<file path="src/rtl/pid_sample_sequencer.sv">
// Sample-tick sequencer for a PID controller handshake, plus a period-synchronous servo PWM generator.
// Optional build macro SEQ_TIMEOUT_EN bounds the wait for the controller's done.
module pid_sample_sequencer #(
  parameter int WIDTH       = 12,
  parameter int DIV         = 50000,
  parameter int PWM_PRESC   = 1,
  parameter int DUTY_MIN    = 1024,
  parameter int DUTY_MAX    = 3072,
  parameter int TIMEOUT_CYC = 64
) (
  input  logic             clk_i,
  input  logic             reset,
  input  logic             en_i,
  input  logic [WIDTH-1:0] sensor_i,
  input  logic             sensor_valid_i,
  output logic [WIDTH-1:0] ctrl_y_k_o,
  output logic             ctrl_start_o,
  input  logic             ctrl_done_i,
  input  logic [WIDTH-1:0] ctrl_servo_i,
  output logic [WIDTH-1:0] duty_o,
  output logic             pwm_o,
  output logic             busy_o,
  output logic             overrun_o,
  output logic             timeout_o
);

  localparam int TW = $clog2(DIV);
  localparam int PW = (PWM_PRESC > 1) ? $clog2(PWM_PRESC) : 1;
  localparam logic [WIDTH-1:0]        NEUTRAL = {1'b1, {(WIDTH-1){1'b0}}};
  localparam logic signed [WIDTH:0]   DMIN_S  = (WIDTH+1)'(DUTY_MIN);
  localparam logic signed [WIDTH:0]   DMAX_S  = (WIDTH+1)'(DUTY_MAX);

  typedef enum logic [1:0] {IDLE, START, WAIT_DONE, UPDATE} state_t;

  // ---------------- sample tick ----------------
  logic [TW-1:0] tick_cnt_q, tick_cnt_d;
  logic          tick;

  assign tick = en_i && (tick_cnt_q == TW'(DIV - 1));

  always_comb begin
    tick_cnt_d = tick_cnt_q + TW'(1);
    if (!en_i || tick) tick_cnt_d = '0;
  end

  always_ff @(posedge clk_i) begin
    if (reset) tick_cnt_q <= '0;
    else       tick_cnt_q <= tick_cnt_d;
  end

  // ---------------- sensor latch ----------------
  logic [WIDTH-1:0] sens_q;

  always_ff @(posedge clk_i) begin
    if (reset)               sens_q <= '0;
    else if (sensor_valid_i) sens_q <= sensor_i;
  end

  // ---------------- duty conversion ----------------
  // Offset-binary in WIDTH+1 signed bits cannot overflow for any WIDTH-bit servo value.
  logic signed [WIDTH:0] d_raw;
  logic [WIDTH-1:0]      duty_calc;

  assign d_raw = $signed({ctrl_servo_i[WIDTH-1], ctrl_servo_i}) + $signed({2'b01, {(WIDTH-1){1'b0}}});

  always_comb begin
    duty_calc = WIDTH'(d_raw);
    if (d_raw < DMIN_S)      duty_calc = WIDTH'(DUTY_MIN);
    else if (d_raw > DMAX_S) duty_calc = WIDTH'(DUTY_MAX);
  end

  // ---------------- handshake FSM ----------------
  state_t           state_q;
  logic [WIDTH-1:0] y_k_q;
  logic [WIDTH-1:0] shadow_q;
  logic             start_q, busy_q, overrun_q;

`ifdef SEQ_TIMEOUT_EN
  localparam int CW = $clog2(TIMEOUT_CYC + 1);
  logic [CW-1:0] wait_cnt_q;
  logic          timeout_q;
`endif

  always_ff @(posedge clk_i) begin
    if (reset) begin
      state_q    <= IDLE;
      y_k_q      <= '0;
      shadow_q   <= NEUTRAL;
      start_q    <= 1'b0;
      busy_q     <= 1'b0;
      overrun_q  <= 1'b0;
`ifdef SEQ_TIMEOUT_EN
      wait_cnt_q <= '0;
      timeout_q  <= 1'b0;
`endif
    end else begin
      start_q <= 1'b0;
      if (tick && state_q != IDLE) overrun_q <= 1'b1;
      case (state_q)
        IDLE: if (tick) begin
          state_q <= START;
          y_k_q   <= sens_q;
          start_q <= 1'b1;
          busy_q  <= 1'b1;
        end
        START: begin
          state_q <= WAIT_DONE;
`ifdef SEQ_TIMEOUT_EN
          wait_cnt_q <= '0;
`endif
        end
        WAIT_DONE: begin
          if (ctrl_done_i) state_q <= UPDATE;
`ifdef SEQ_TIMEOUT_EN
          // Done on the final permitted cycle wins over the timeout.
          else if (wait_cnt_q == CW'(TIMEOUT_CYC - 1)) begin
            state_q   <= IDLE;
            busy_q    <= 1'b0;
            timeout_q <= 1'b1;
          end else begin
            wait_cnt_q <= wait_cnt_q + CW'(1);
          end
`endif
        end
        UPDATE: begin
          shadow_q <= duty_calc;
          state_q  <= IDLE;
          busy_q   <= 1'b0;
        end
        default: state_q <= IDLE;
      endcase
    end
  end

  assign ctrl_y_k_o   = y_k_q;
  assign ctrl_start_o = start_q;
  assign busy_o       = busy_q;
  assign overrun_o    = overrun_q;
`ifdef SEQ_TIMEOUT_EN
  assign timeout_o    = timeout_q;
`else
  assign timeout_o    = 1'b0;
`endif

  // ---------------- PWM ----------------
  logic [PW-1:0]    presc_q, presc_d;
  logic [WIDTH-1:0] pwm_cnt_q, pwm_cnt_d;
  logic [WIDTH-1:0] duty_q, duty_d;
  logic             pwm_q, pwm_d;
  logic             step, wrap;

  assign step = (presc_q == PW'(PWM_PRESC - 1));
  assign wrap = step && (&pwm_cnt_q);

  always_comb begin
    presc_d   = step ? '0 : presc_q + PW'(1);
    pwm_cnt_d = step ? pwm_cnt_q + WIDTH'(1) : pwm_cnt_q;
    // Active duty only changes at the period boundary, so no period is ever truncated.
    duty_d    = wrap ? shadow_q : duty_q;
    pwm_d     = (pwm_cnt_q < duty_q);
  end

  always_ff @(posedge clk_i) begin
    if (reset) begin
      presc_q   <= '0;
      pwm_cnt_q <= '0;
      duty_q    <= NEUTRAL;
      pwm_q     <= 1'b0;
    end else begin
      presc_q   <= presc_d;
      pwm_cnt_q <= pwm_cnt_d;
      duty_q    <= duty_d;
      pwm_q     <= pwm_d;
    end
  end

  assign duty_o = duty_q;
  assign pwm_o  = pwm_q;

endmodule

</file>
<file path="config.mk">
export PLATFORM = sky130hd
export DESIGN_NAME = pid_sample_sequencer
export DESIGN_NICKNAME = d
export VERILOG_FILES = /design/src/rtl/pid_sample_sequencer.sv
export SDC_FILE = /design/constraint.sdc
export NUM_CORES = 1
export LEC_CHECK = 0
export CORE_AREA = 10 10 85 124
export CTS_CLUSTER_SIZE = 16
export DETAILED_ROUTE_END_ITERATION = 8
export DIE_AREA = 0 0 95 134
export PLACE_DENSITY = 0.74
export SETUP_SLACK_MARGIN = 0.02
export SYNTH_ARGS = -nofsm -noshare
export SYNTH_HDL_FRONTEND = slang
export SYNTH_SLANG_ARGS = --single-unit
</file>
<file path="constraint.sdc">
create_clock -name clk_i -period 2.7 [get_ports clk_i]
set_input_delay 0.54 -clock clk_i [delete_from_list [all_inputs] [get_ports clk_i]]
set_output_delay 0.54 -clock clk_i [all_outputs]
set_load 0.01 [all_outputs]
</file>
=== Word level (Yosys, flattened, before mapping) ===
Index checks and enable logic that the tools add are counted.

* Add/subtract/negate cells: 4
* Magnitude comparators: 3
* Eq/ne operators: 6
* Multiplexer cells: 8
* Bitwise gates (word level): 2
* Reduce and logical (&&, ||, !) cells: 15

{| class="wikitable"
|+ Operators with widths
! operator !! number
|-
| 2-to-1 mux 12 bit || 2
|-
| adder 16 x 1 -> 16 bit (second input constant) || 1
|-
| equality test 16 bit (second input constant) || 1
|-
| adder 12 x 13 -> 13 bit (second input constant) || 1
|-
| > comparator 13 bit (second input constant) || 1
|-
| < comparator 13 x 12 -> 1 bit (second input constant) || 1
|-
| adder 12 x 1 -> 12 bit (second input constant) || 1
|-
| < comparator 12 bit || 1
|-
| AND reduction 12 bit || 1
|-
| case mux 2 bit (4 select lines) || 1
|-
| AND reduction 2 bit || 3
|-
| OR reduction 2 bit || 3
|-
| equality test 2 bit (second input constant) || 2
|-
| 2-to-1 mux 2 bit || 2
|-
| != test 2 bit (second input constant) || 2
|-
| nonzero test 2 bit || 2
|-
| logical AND 1 bit || 3
|-
| equality test 2 x 1 -> 1 bit (second input constant) || 1
|-
| zero test 2 bit || 1
|-
| 2-to-1 mux 1 bit || 2
|-
| NOT 1 bit || 2
|-
| case mux 1 bit (2 select lines) || 1
|-
| adder 1 bit (second input constant) || 1
|-
| zero test 1 bit || 1
|-
| logical OR 1 bit || 1
|}

* Flip-flop bits (word level): 83
* Input port bits: 29
* Output and inout bits: 29
* Logic and storage cells: 50

=== Longest topological paths before layout ===
Gate-level depths: netlist of the first run.

* Depth in word-level cells: 4
* Depth in mapped cells: 7
* Depth with buffers taken out: 6

=== Worst setup path after synthesis of the first run ===
Ideal clock, no wire load.

* Kind: register -> register
* Start point: reg tick_cnt_q[10]
* End point: reg busy_q, in the netlist busy_o
* Setup time: 0.062 ns
* Arrival time: 1.921 ns
* Data required time: 2.638 ns
* Slack: 0.717 ns
* Stages on the path, launching flop included: 6
* Buffers on the path: 1
* Period minus slack after synthesis: 1.983 ns
* Cells stage by stage: dfxtp_1 > buf_6 > or4b_1 > or4_4 > or4_1 > nand3_1

* Cells in the longest elaborated chain, start to end: 4

{| class="wikitable"
|+ RTL lines
! item !! line !! RTL
|-
| from (decl) || 36 || <nowiki>logic [TW-1:0] tick_cnt_q, tick_cnt_d;</nowiki>
|-
| from (signal assigned) || 48 || <nowiki>else tick_cnt_q <= tick_cnt_d;</nowiki>
|-
| equality test 16 bit || 39 || <nowiki>assign tick = en_i && (tick_cnt_q == TW'(DIV - 1));</nowiki>
|-
| logical AND 1 bit || 39 ||
|-
| != test 2 bit (no source line) || n/a ||
|-
| AND reduction 2 bit (no source line) || n/a ||
|-
| to (signal assigned) || 90 || <nowiki>busy_q <= 1'b0;</nowiki>
|-
| to (signal assigned) || 104 || <nowiki>busy_q <= 1'b1;</nowiki>
|-
| to (signal assigned) || 128 || <nowiki>busy_q <= 1'b0;</nowiki>
|-
| to (decl) || 76 || <nowiki>logic start_q, busy_q, overrun_q;</nowiki>
|}

Every way passes these cells.
A chain may end at the register's enable or synchronous reset.

=== Worst setup path after layout of the first run ===
* Start point: reg tick_cnt_q[12]
* End point: reg busy_q, in the netlist busy_o

Same word-level chain as after synthesis.

==> results.md, run 1 <==
- Buffers added on ports: 56
- # hold bufs at CTS: 0
- Crit Path Category: flip-flop to flip-flop
- Starting Density: 0.4423
- Dpl hpwl: between 6000 and 7000 um
- Clk Latency, worst-skew pair: roughly 340 ps
- Fmax: slightly below 500 MHz
- Crit path time final: approximately 2100 ps
- Die height: about 130 um
- Vias per cell: between 5 and 6
- Final-report hold violation count: 0
- Mean Syn Cell Area: ~9.1 um2
- Clk_skew: around 5.0 ps
- # IOs: 58
- Register area share after synthesis: 0.4520
- Vias in the first global route: slightly above 3,000
- Setup WS pre-CTS: about 440 ps
- GRT overflow: 0
- Slowest CP cell: or4_4
- Worst Path Required: slightly below 3000 ps
- Post-synthesis register bit count: 83
- Overall global routing resource usage: 0.1403
- Worst R2R Start: tick_cnt_q[12]
- Post-synth EDFFs: 0
- CTS tree: built
- Critical path startpoint: tick_cnt_q[12]
- Initial antenna violation count: 0
- Share of cells above drive strength 1: 0.06438
- Met2 WL: 4701 um
- Post-CTS Resized: 0
- Die ar.: 12,730 um2
- Clock buffer count from CTS: 9
- Met1 wire length: between 3000 and 4000 um
- Die Wd: ~95 um
- Worst slew margin: 0.5776
- Htree depth: 3
- Final worst setup slack: around 640 ps
- Antenna-violating nets left: 0
- First-pass GRT wire length: 14,350 um
- Clock-pin transition on the worst setup and hold timing paths: ~60 ps
- Peak supply drop: about 0.00044 V
- Cell family with most CP delay: simple AND/OR/NAND/NOR gates
- Residual DRC: 0
- Pwr Density: a little under 600 nW/um2
- DR WL met3: ~410 um
- Post-layout net count: ~510
- Min-delay src: tick_cnt_q[0]
- Post-CTS Setup Repair Bufs: 0
- Commonest non-fill, non-tap cell in the layout: dfxtp_1
- Critical Path Fanout Max: 5
- CP max stage delay: around 580 ps
- Clk buf depth: 2
- Final Cycle Share: 0.7628
- CP startpoint kind: flip-flop
- Drt pass-1 iters: 4
- Largest net degree at the start of global routing: 34
- Synth unique cells: between 40 and 50
- Clock sinks: 83
- Rows: 41
- Hold WC Path Type: flip-flop to flip-flop
- Diodes inserted: 0
- Total wire length: between 8000 and 9000 um
- Clock Tree Root: clkbuf_16
- Worst path buffer plus inverter count: 0
- Max-cap violation count: 0
- Routed wire per std cell: about 15 um
- Critical Path End Type: flip-flop
- Max layer used: met4
- Top FF cell, synth: dfxtp_1
- Worst-path cell chain: or4b_1 > or4_4 > or4_1 > nand3_1
- Synth async-reset ratio: 0
- Pleak: roughly 1.7 nW
- Via count: ~3,100
- Pins Over Slew Limit: 0
- Post-Syn Area: between 3000 and 4000 um2
- P&R area growth vs syn: 27.16%
- Total core area: a little over 8000 um2
- Most frequent cells in the layout: 83 x dfxtp_1, 62 x nor2_1, 55 x clkdlybuf4s50_1
- RSZ-0062 raised after global routing: no
- Placer Congestion: 0.8348
- Setup TNS: 0 ps
- Actual slew at the worst max-slew pin: approximately 630 ps
- Run status: completed
- Total of warnings raised by yosys: 0
- WP data arrival: around 2300 ps
- Setup violations, final: 0
- Iteration-0 DRC Markers: 103
- Syn Inst Count: between 400 and 500
==> registers in the layout, indices dropped and copies added (netlist names) <==
signal	count
busy_o	1
ctrl_start_o	1
ctrl_y_k_o	12
duty_o	12
overrun_o	1
presc_q	1
pwm_cnt_q	12
pwm_o	1
sens_q	12
shadow_q	12
state_q	2
tick_cnt_q	16
==> cell type report <==
cell class	count	area [um2]
Timing Repair Buffer	68	645.6
Inverter	21	78.83
Sequential cell	83	1662
Tap cell	107	133.9
Clock buffer	12	266.5
Clock inverter	4	47.55
Multi-Input combinational cell	278	1841
Fill cell	786	3636
==> per-layer routing <==
metal | up-vias | GRT usage
met1 | 1495 | 0.1455
met5 | - | 0
met3 | 17 | 0.03799
met4 | 0 | 0.07596
met2 | 61 | 0.2462
li1 | 1538 | -
==> synthesized netlist by cell type (3+ instances only) <==
cell / n / share of area
clkbuf_1: 16 / 0.016
dfxtp_1: 83 / 0.45
a22o_1: 4 / 0.0095
mux2i_1: 24 / 0.065
nor4b_1: 3 / 0.0071
nand3_1: 16 / 0.022
a31oi_1: 4 / 0.0068
nor3_1: 9 / 0.012
ha_1: 17 / 0.058
inv_1: 20 / 0.020
xnor2_1: 19 / 0.045
nand2_1: 10 / 0.010
nand4_1: 20 / 0.034
nor2_1: 62 / 0.063
nand2b_1: 6 / 0.010
o31ai_1: 12 / 0.025
xor2_1: 7 / 0.017
o21ai_0: 5 / 0.0068
nor4_1: 8 / 0.014
a21oi_1: 20 / 0.027
buf_1: 4 / 0.0041
a211oi_1: 3 / 0.0061
==> kinds of logic after synthesis <==
| family | Yosys count | share of synthesized area |
|---|---|---|
| AOI/OAI and AO/OA | 56 | 0.09939 |
| xor gates and xnor gates | 26 | 0.06195 |
| adders and majority gates | 17 | 0.05786 |
| buffers and inverters | 44 | 0.04833 |
| DFF | 83 | 0.4520 |
| muxes | 24 | 0.06535 |
| other | 1 | 0.001020 |
| and+or+nand+nor | 153 | 0.2141 |
==> power by group <==
part           total [W]  internal, W  switching, W
combinational   0.000214    0.0000885      0.000126
sequential       0.00126      0.00125     0.0000159
clock            0.00127     0.000788      0.000483
==> final timing paths <==
path	to	slack (ps)	cells after the start
hold / removal	tick_cnt_q[0]	450	1
setup / recovery	busy_o	640	4
hold reg to reg	tick_cnt_q[0]	450	1
setup reg to reg	busy_o	640	4
==> per-stage QoR <==
step	instances	power [W]	utilization	hold WS, ps	cell area, um2
after global placement	557	0.001500	0.5247	427.2	4360
after detailed placement	557	0.001504	0.5247	440.3	4360
after CTS	573	0.002766	0.5625	453.2	4674
after floorplan	405	0.001413	-	417.5	3680
final	573	0.002749	0.5625	449.8	4674
after global routing	573	0.002838	0.5625	482.8	4674
(Power assumes the default switching activity.)
==> inputs of run 2 (changes only) <==
==> constraint.sdc (replaced) <==
create_clock -name clk_i -period 2.1 [get_ports clk_i]
set_input_delay 0.42 -clock clk_i [delete_from_list [all_inputs] [get_ports clk_i]]
set_output_delay 0.42 -clock clk_i [all_outputs]
set_load 0.01 [all_outputs]
==> run 2 against run 1 <==
Compared with the run above: setup slack worse by 560 ps; sequential share of layout area down 0.64 points; non-clock buffer count up 8; final cell count up 1.4%; global-route usage up 0.30 points.
==> results.md, run 2 (synthesis results as in run 1) <==
- Slowest CP cell: or4_4
- Commonest non-fill, non-tap cell in the layout: dfxtp_1
- Vias in the first global route: about 3,200
- Routed wire per std cell: 15.28 um
- Most frequent cells in the layout: 83 x dfxtp_1, 62 x nor2_1, 55 x clkdlybuf4s50_1
- Clock sinks: 83
- Clock-pin transition on the worst setup and hold timing paths: ~60 ps
- Crit path time final: 2016 ps
- Setup TNS: 0 ps
- Placed inst area: around 4400 um2
- First-pass GRT wire length: between 10,000 and 15,000 um
- Pwr Density: 761.7 nW/um2
- Clk buf depth: 2
- Pins Over Slew Limit: 0
- Post-layout net count: a little over 500
- Total power: 0.003625 W
- Smallest hold slack: about 380 ps
- Final Util: 0.5727
- Post-CTS Setup Repair Bufs: 0
- Final-report hold violation count: 0
- Placer Congestion: 0.8293
- Total core area: about 8300 um2
- Total wire length: about 9000 um
- Critical Path End Type: flip-flop
- GRT overflow: 0
- Via count: about 3,100
- Clock Tree Root: clkbuf_16
- Die height: between 100 and 150 um
- Clock buffer count from CTS: 9
- Post-CTS Resized: 0
- WP data arrival: roughly 2300 ps
- Fmax: just under 500 MHz
- Pleak: 1.788 nW
- Worst-path cell chain: or4b_4 > or4_4 > or4_1 > nand3_1
- # IOs: 58
- Drt pass-1 iters: 6
- Diodes inserted: 0
- Hold WC Path Type: primary input to flip-flop
- Worst Path Required: roughly 2400 ps
- Die ar.: between 10,000 and 15,000 um2
- Vias per cell: between 5 and 6
- Max reg flops: 16
- Largest reg by FF count: tick_cnt_q
- Overall global routing resource usage: 0.1433
- Htree depth: 3
- Critical Path Fanout Max: 5
- # hold bufs at CTS: 0
- CTS tree: built
- Clk Latency, worst-skew pair: 340 ps
- Antenna-violating nets left: 0
- Crit Path Category: flip-flop to flip-flop
- Die Wd: roughly 95 um
- Clk_skew: 5.878 ps
- FILL cells: 760
- Peak supply drop: ~0.00067 V
- CP max stage delay: between 500 and 600 ps
- P&R area growth vs syn: 29.48%
- Max-cap violation count: 0
- Initial antenna violation count: 0
- Buffers added on ports: 56
- Post-route cell area: roughly 4800 um2
- Starting Density: 0.4423
- Residual DRC: 0
- Run status: completed
- Final Cycle Share: 0.9602
- Rows: about 40
- Iteration-0 DRC Markers: around 120
- Largest net degree at the start of global routing: between 40 and 50
- CP startpoint kind: flip-flop
- R2r setup slk: between 80 and 90 ps
- Dpl hpwl: roughly 6500 um
- Setup violations, final: 0
- Share of cells above drive strength 1: 0.08228
==> run 2: changes by cell type in the layout (fill, tap and decap cells not counted) <==
cell       delta
buf_4         +8
bufinv_16     +1
clkbuf_1      +1
clkbuf_8      -1
clkinv_2      -1
nor4_1        -1
nor4_2        +1
or4b_1        -1
or4b_4        +1
==> run 2: worst max-delay path: cells and delay by family (launching register included) <==
| kind | cells | cell delay, ps |
|---|---|---|
| simple gates | 4 | 1620 |
| flops | 1 | 350 |
==> run 2: area by class of cell <==
cell class                 count  area [um2]  share of cell area
multi-input combinational    278        1851              0.3888
sequential                    83        1662              0.3491
timing repair buffer          76       705.7              0.1483
clock buffer                  12       256.5             0.05389
tap                          107       133.9             0.02813
inverter                      21       78.83             0.01656
clock inverter                 4       72.57             0.01525
==> run 2: layer usage <==
layer	part of all wire	routed length [um]	vias up	global-route usage
met5	0	0	-	0
met4	0.021	190	0	0.07179
met3	0.054	478	16	0.04469
met2	0.54	4831	68	0.2554
met1	0.38	3377	1502	0.1440
li1	-	-	1550	-
==> run 2: through the flow <==
stage / std cells / worst slack [ps]
2_1_floorplan: 405 / 116.8
3_3_place_gp: 565 / -307.4
3_5_place_dp: 565 / -323.2
4_1_cts: 581 / 30.77
5_1_grt: 581 / -8.258
6_report: 581 / 83.51
==> run 2: final timing paths <==
kind,to,cells past startpoint,start
min reg2reg,tick_cnt_q[0],1,tick_cnt_q[0]
max reg2reg,busy_o,4,tick_cnt_q[12]
max,busy_o,4,tick_cnt_q[12]
min,duty_o[9],2,reset
==> run 2: where the power goes <==
part           switching [W]  total [W]  internal (W)
Combinational       0.000168   0.000295      0.000126
Sequential         0.0000217    0.00163       0.00160
Clock               0.000601    0.00170       0.00110
